--- src/rtl/param_memory_ctrl.sv ---
`default_nettype none
// ============================================================================
// Module   : param_memory_ctrl
// Brief    : Single-port data memory: valid/ready requests, byte strobes,
//            fixed-latency responses, address error flagging, post-reset clear.
// Revision : 1.0 - initial release
// ============================================================================
module param_memory_ctrl #(
    parameter int                    DATA_WIDTH   = 32,
    parameter int                    DEPTH        = 64,
    parameter int                    ADDR_WIDTH   = 8,
    parameter int                    READ_LATENCY = 1,
    parameter logic [DATA_WIDTH-1:0] INIT_VALUE   = '0
) (
    input  logic                    clock,
    input  logic                    reset_n,
    input  logic                    req_valid,
    output logic                    req_ready,
    input  logic                    req_write,
    input  logic [ADDR_WIDTH-1:0]   req_addr,
    input  logic [DATA_WIDTH-1:0]   req_wdata,
    input  logic [DATA_WIDTH/8-1:0] req_wstrb,
    output logic                    rsp_valid,
    output logic                    rsp_is_read,
    output logic [DATA_WIDTH-1:0]   rsp_rdata,
    output logic                    rsp_error,
    output logic                    init_done
);

    localparam int c_BYTES     = DATA_WIDTH / 8;
    localparam int c_BYTE_BITS = $clog2(c_BYTES);
    localparam int c_IDX_W     = (DEPTH > 1) ? $clog2(DEPTH) : 1;

    typedef enum logic [0:0] {
        ST_INIT  = 1'b0,
        ST_READY = 1'b1
    } state_t;

    state_t                r_state;
    state_t                w_stateNext;
    logic [c_IDX_W-1:0]    r_clearIdx;
    logic                  r_initDone;
    logic                  w_lastClear;
    logic                  w_accept;
    logic                  w_misaligned;
    logic                  w_range;
    logic                  w_error;
    logic [ADDR_WIDTH-1:0] w_wordAddr;
    logic [c_IDX_W-1:0]    w_idx;
    logic [DATA_WIDTH-1:0] w_rdWord;

    logic [DATA_WIDTH-1:0] r_mem    [DEPTH];
    logic                  r_pValid [READ_LATENCY];
    logic                  r_pRead  [READ_LATENCY];
    logic                  r_pErr   [READ_LATENCY];
    logic [DATA_WIDTH-1:0] r_pData  [READ_LATENCY];

    assign w_lastClear = (r_clearIdx == c_IDX_W'(DEPTH - 1));

    always_ff @(posedge clock or negedge reset_n) begin
        if (!reset_n) begin
            r_state <= ST_INIT;
        end else begin
            r_state <= w_stateNext;
        end
    end

    always_comb begin
        w_stateNext = r_state;
        req_ready   = 1'b0;
        case (r_state)
            ST_INIT:  if (w_lastClear) w_stateNext = ST_READY;
            ST_READY: req_ready = 1'b1;
            default:  w_stateNext = ST_INIT;
        endcase
    end

    always_ff @(posedge clock or negedge reset_n) begin
        if (!reset_n) begin
            r_clearIdx <= '0;
            r_initDone <= 1'b0;
        end else begin
            if (r_state == ST_INIT) begin
                r_clearIdx <= w_lastClear ? '0 : r_clearIdx + 1'b1;
            end
            r_initDone <= (r_state == ST_READY);
        end
    end

    assign init_done = r_initDone;

    // Byte-addressed port onto a word array; low bits must be zero.
    assign w_wordAddr = req_addr >> c_BYTE_BITS;
    assign w_idx      = w_wordAddr[c_IDX_W-1:0];
    assign w_range    = ({1'b0, w_wordAddr} >= (ADDR_WIDTH + 1)'(DEPTH));

    generate
        if (c_BYTE_BITS > 0) begin : g_alignCheck
            assign w_misaligned = |req_addr[c_BYTE_BITS-1:0];
        end else begin : g_noAlignCheck
            assign w_misaligned = 1'b0;
        end
    endgenerate

    assign w_error  = w_misaligned | w_range;
    assign w_accept = req_valid & req_ready;
    assign w_rdWord = r_mem[w_idx];

    // Array is not reset: the INIT sweep establishes its contents.
    always_ff @(posedge clock) begin
        if (r_state == ST_INIT) begin
            r_mem[r_clearIdx] <= INIT_VALUE;
        end else if (w_accept && req_write && !w_error) begin
            for (int b = 0; b < c_BYTES; b++) begin
                if (req_wstrb[b]) begin
                    r_mem[w_idx][8*b +: 8] <= req_wdata[8*b +: 8];
                end
            end
        end
    end

    // Response shift pipeline; idle slots carry all-zero payloads.
    always_ff @(posedge clock or negedge reset_n) begin
        if (!reset_n) begin
            for (int i = 0; i < READ_LATENCY; i++) begin
                r_pValid[i] <= 1'b0;
                r_pRead[i]  <= 1'b0;
                r_pErr[i]   <= 1'b0;
                r_pData[i]  <= '0;
            end
        end else begin
            r_pValid[0] <= w_accept;
            r_pRead[0]  <= w_accept & ~req_write;
            r_pErr[0]   <= w_accept & w_error;
            r_pData[0]  <= (w_accept && !req_write && !w_error) ? w_rdWord : '0;
            for (int i = 1; i < READ_LATENCY; i++) begin
                r_pValid[i] <= r_pValid[i-1];
                r_pRead[i]  <= r_pRead[i-1];
                r_pErr[i]   <= r_pErr[i-1];
                r_pData[i]  <= r_pData[i-1];
            end
        end
    end

    assign rsp_valid   = r_pValid[READ_LATENCY-1];
    assign rsp_is_read = r_pRead[READ_LATENCY-1];
    assign rsp_error   = r_pErr[READ_LATENCY-1];
    assign rsp_rdata   = r_pData[READ_LATENCY-1];

endmodule
`default_nettype wire

--- config.mk ---
export PLATFORM = sky130hd
export DESIGN_NAME = param_memory_ctrl
export DESIGN_NICKNAME = d
export VERILOG_FILES = /design/src/rtl/param_memory_ctrl.sv
export SDC_FILE = /design/constraint.sdc
export NUM_CORES = 2
export LEC_CHECK = 0
export CAP_MARGIN = 10
export CELL_PAD_IN_SITES_DETAIL_PLACEMENT = 0
export CELL_PAD_IN_SITES_GLOBAL_PLACEMENT = 1
export CORE_AREA = 2 2 391 354
export CTS_CLUSTER_SIZE = 12
export DETAILED_ROUTE_END_ITERATION = 8
export DIE_AREA = 0 0 393 356
export GPL_ROUTABILITY_DRIVEN = 0
export PLACE_DENSITY = 0.92
export SLEW_MARGIN = 10
export SYNTH_ARGS = -nofsm -noshare
export SYNTH_HDL_FRONTEND = slang
export SYNTH_SLANG_ARGS = --single-unit
--- constraint.sdc ---
create_clock -name clock -period 8.47 [get_ports clock]
set_clock_uncertainty 0.15 [all_clocks]
set_input_delay 2.1175 -clock clock [delete_from_list [all_inputs] [get_ports clock]]
set_output_delay 2.1175 -clock clock [all_outputs]
set_load 0.005 [all_outputs]
==> impl_metrics.tcl <==
set metrics [dict create \
    status "completed" \
    clkSinkCount 2091 \
    min_hold_slack_ns 0.563 \
    synth-async-reset-ratio 0.0206 \
    final_hold_viol_count 0 \
    layout.filler_cells 8168 \
    buffer_count_from_post_cts_setup_fixing 0 \
    min_period_over_period 0.694 \
    setup_total_negative_slack_ns 0 \
    final_max_slew_viol_count 0 \
    rsz0062_at_grt "false" \
    tritoncts_clock_tree "done" \
    postRouteWirelength_microns 205000 \
    clk_path_buf_depth 3 \
    core_sq_um 136000 \
    crit_type "primary input to flip-flop" \
    horiz_die_dim_microns 393 \
    ys_dominant_reg_cell "edfxtp_1" \
    antenna_found_initial 8 \
    post-route-worst-setup-slack_ns 2.60 \
    global_route.overflow_total 0 \
    power.combinational.fraction 0.023 \
    vias 41200 \
    power.net_switching_uw 3980 \
    worst_slew_pin_slew_ns 1.35 \
    clockRootBuffer "clkbuf_16" \
    clk-insertion-delay-late_ns 0.84 \
    synth_enable_flop_cells 2048 \
    yosys_register_bits 2091 \
    seqPwrFrac 0.561 \
    grt_use_total 0.298 \
    avgViaCountPerCell 6.99 \
    die-height_microns 356 \
    path_max_fanout 20 \
    max_freq_ghz 0.170 \
    cp-start-kind "primary input" \
    drt_pass1_iterations 8 \
    yosys.cell_types.count 55 \
    detail_route.iter0.violations 6767 \
    synth_top_cell_area_share 0.758 \
    avgRoutedWirePerCell_microns 34.8 \
    cts_hold_repair.buffers 0 \
    p_int_uw 16000 \
    synthesis.area_per_instance_sq_um 21.6 \
    postSynthCellCount 3762 \
    crit_path_end_kind "flip-flop" \
    design.die.area_sq_um 140000 \
    rrSetupSlack_ns 3.68 \
    synth_largest_area_cell "edfxtp_1" \
    worst-endpoint-required_ns 8.77 \
    hold_path.class "flip-flop to flip-flop" \
    antenna_left 0 \
    synth.area.top_cells "edfxtp_1, mux4_2, mux2i_1" \
    worstPathArrival_ns 6.18 \
    dp_worst_setup_slack_ns 2.00 \
    number_of_global_route_vias_before_repair 41200 \
    area_growth_syn_to_layout_pct 10.8 \
    cts_htree_levels 4 \
    syn-num-nets 3811 \
    largest_net_degree_at_the_start_of_global_routing 150 \
    layout.nets 3954 \
    cts.clk_slew.worst_paths_ns 0.06 \
    cts-resized-gates 0 \
    cts-buffers-inserted 200 \
    wire_length_of_the_first_global_routing_pass_microns 295000 \
    ys_seq_area_frac 0.771 \
    pwr_density_cell_nw_per_um2 222 \
    floorplan.rows 129 \
    initial_core_util 0.595 \
    top_level_ports 85 \
    yosysWarnings 0 \
    power_switching_share 0.200 \
    cell_area_synth_sq_um 81200 \
    post-dp-hpwl_microns 115000 \
    worst_supply_voltage_drop_on_vdd_mv 0.222 \
    finalSetupViolCount 0 \
    drc_errors_left 0 \
    clock_power_share 0.417 \
    number_of_port_buffers 84 \
    final_core_util 0.659 \
    cap_violations 0 \
    leakage_power_total_uw 0.0232 \
    worst_slew_margin_relative_to_its_limit 0.0997 \
    min_period_ns 5.87 \
    drive_above_1_share 0.224 \
]
final cells by class:
type | count | area, sq um | area share
Clock buffer | 323 | 5720 | 0.0637
Clock inverter | 23 | 185 | 0.00206
Antenna cell | 2 | 5.00 | 0.0000557
Inverter | 5 | 18.8 | 0.000209
Tap cell | 1834 | 2290 | 0.0255
Multi-Input combinational cell | 1447 | 17600 | 0.196
Sequential cell | 2091 | 62600 | 0.696
Timing Repair Buffer | 160 | 1520 | 0.0169
sequential cells by signal, indices dropped and copies added (netlist names):
signal       count
rsp_rdata       32
rsp_valid        1
init_done        1
r_mem         2048
rsp_is_read      1
r_state          1
rsp_error        1
r_clearIdx       6
metrics by stage:
step / std cells / area, sq um / power (uW)
3_3_place_gp: 5536 / 84000 / 11800
4_1_cts: 5883 / 89900 / 20000
3_5_place_dp: 5537 / 84000 / 11800
2_1_floorplan: 3762 / 81200 / 11700
5_1_grt: 5883 / 89900 / 20300
6_report: 5885 / 89900 / 19900
Yosys cell counts (31+ instances only):
master / n
edfxtp_1: 2048
mux4_2: 520
nor2_1: 284
mux2i_1: 169
nand2_1: 102
a22oi_1: 86
clkbuf_1: 84
buf_2: 71
dfrtp_1: 43
nand3_1: 42
and2_1: 35
buf_4: 35
a21oi_1: 31
routing by layer:
metal  vias up  track usage  wire [microns]
met5         -            0              79
li1      15900            -               -
met1     21200        0.415           72400
met4        12        0.112            8380
met3       503       0.0874           27900
met2      3528        0.453           96000
worst paths after layout:
| check | endpoint | cells after the start | from |
|---|---|---|---|
| worst max-delay path | r_mem[61][26] | 7 | req_wstrb[1] |
| worst min-delay path | r_clearIdx[5] | 2 | r_clearIdx[5] |
| worst max register to register | r_mem[15][24] | 5 | r_state |
| worst min register to register | r_clearIdx[5] | 2 | r_clearIdx[5] |
| max in group asynchronous | rsp_rdata[10] | 1 | reset_n |
| min in group asynchronous | rsp_rdata[24] | 1 | reset_n |
power by group through the flow:
| stage | registers (uW) | clock network (uW) | logic (uW) |
|---|---|---|---|
| CTS | 11200 | 8340 | 452 |
| finish | 11200 | 8310 | 455 |
| global route | 11200 | 8700 | 472 |
| floorplan | 11400 | 0 | 314 |
| global placement | 11400 | 0 | 442 |
| detailed placement | 11400 | 0 | 448 |
worst max-delay path, stage by stage:
cell	delay (ns)
clkdlybuf4s50_1	0.42
or4_1	0.69
nand3_1	0.15
buf_4	0.35
mux2i_1	0.84
nand2_1	0.80
nor2_1	0.78
cell families after synthesis:
logic type,Yosys count,synth area share
muxes,705,0.167
and+or+nand+nor,518,0.0275
xor gates and xnor gates,2,0.000216
buffers and inverters,224,0.0151
DFF,2091,0.771
AOI/OAI and AO/OA,221,0.0187
adders and majority gates,1,0.000154
layout by cell type, fill, tap and decap left out, types with 5 or more instances in the layout:
cell and instances:
nor2b_1 11, a32oi_1 11, mux2_2 16, clkbuf_1 103, inv_6 5, clkdlybuf4s50_1 77, a21oi_1 28, edfxtp_1 2048
a2111oi_0 5, inv_1 5, o22ai_1 8, nand3_1 41, nand2_1 102, mux4_2 520, a21o_1 7, nor3_1 12
buf_12 8, clkbuf_8 15, a22oi_1 86, a211oi_1 5, nand2b_1 6, clkbuf_16 205, clkinv_1 9, a221oi_1 5
clkinv_2 5, nor2_1 282, o21ai_1 13, and2_2 34, nor3b_1 5, o21ai_0 26, dfrtp_1 43, buf_4 69
mux2i_1 169
Note: power is estimated with default switching activity, not from simulation.
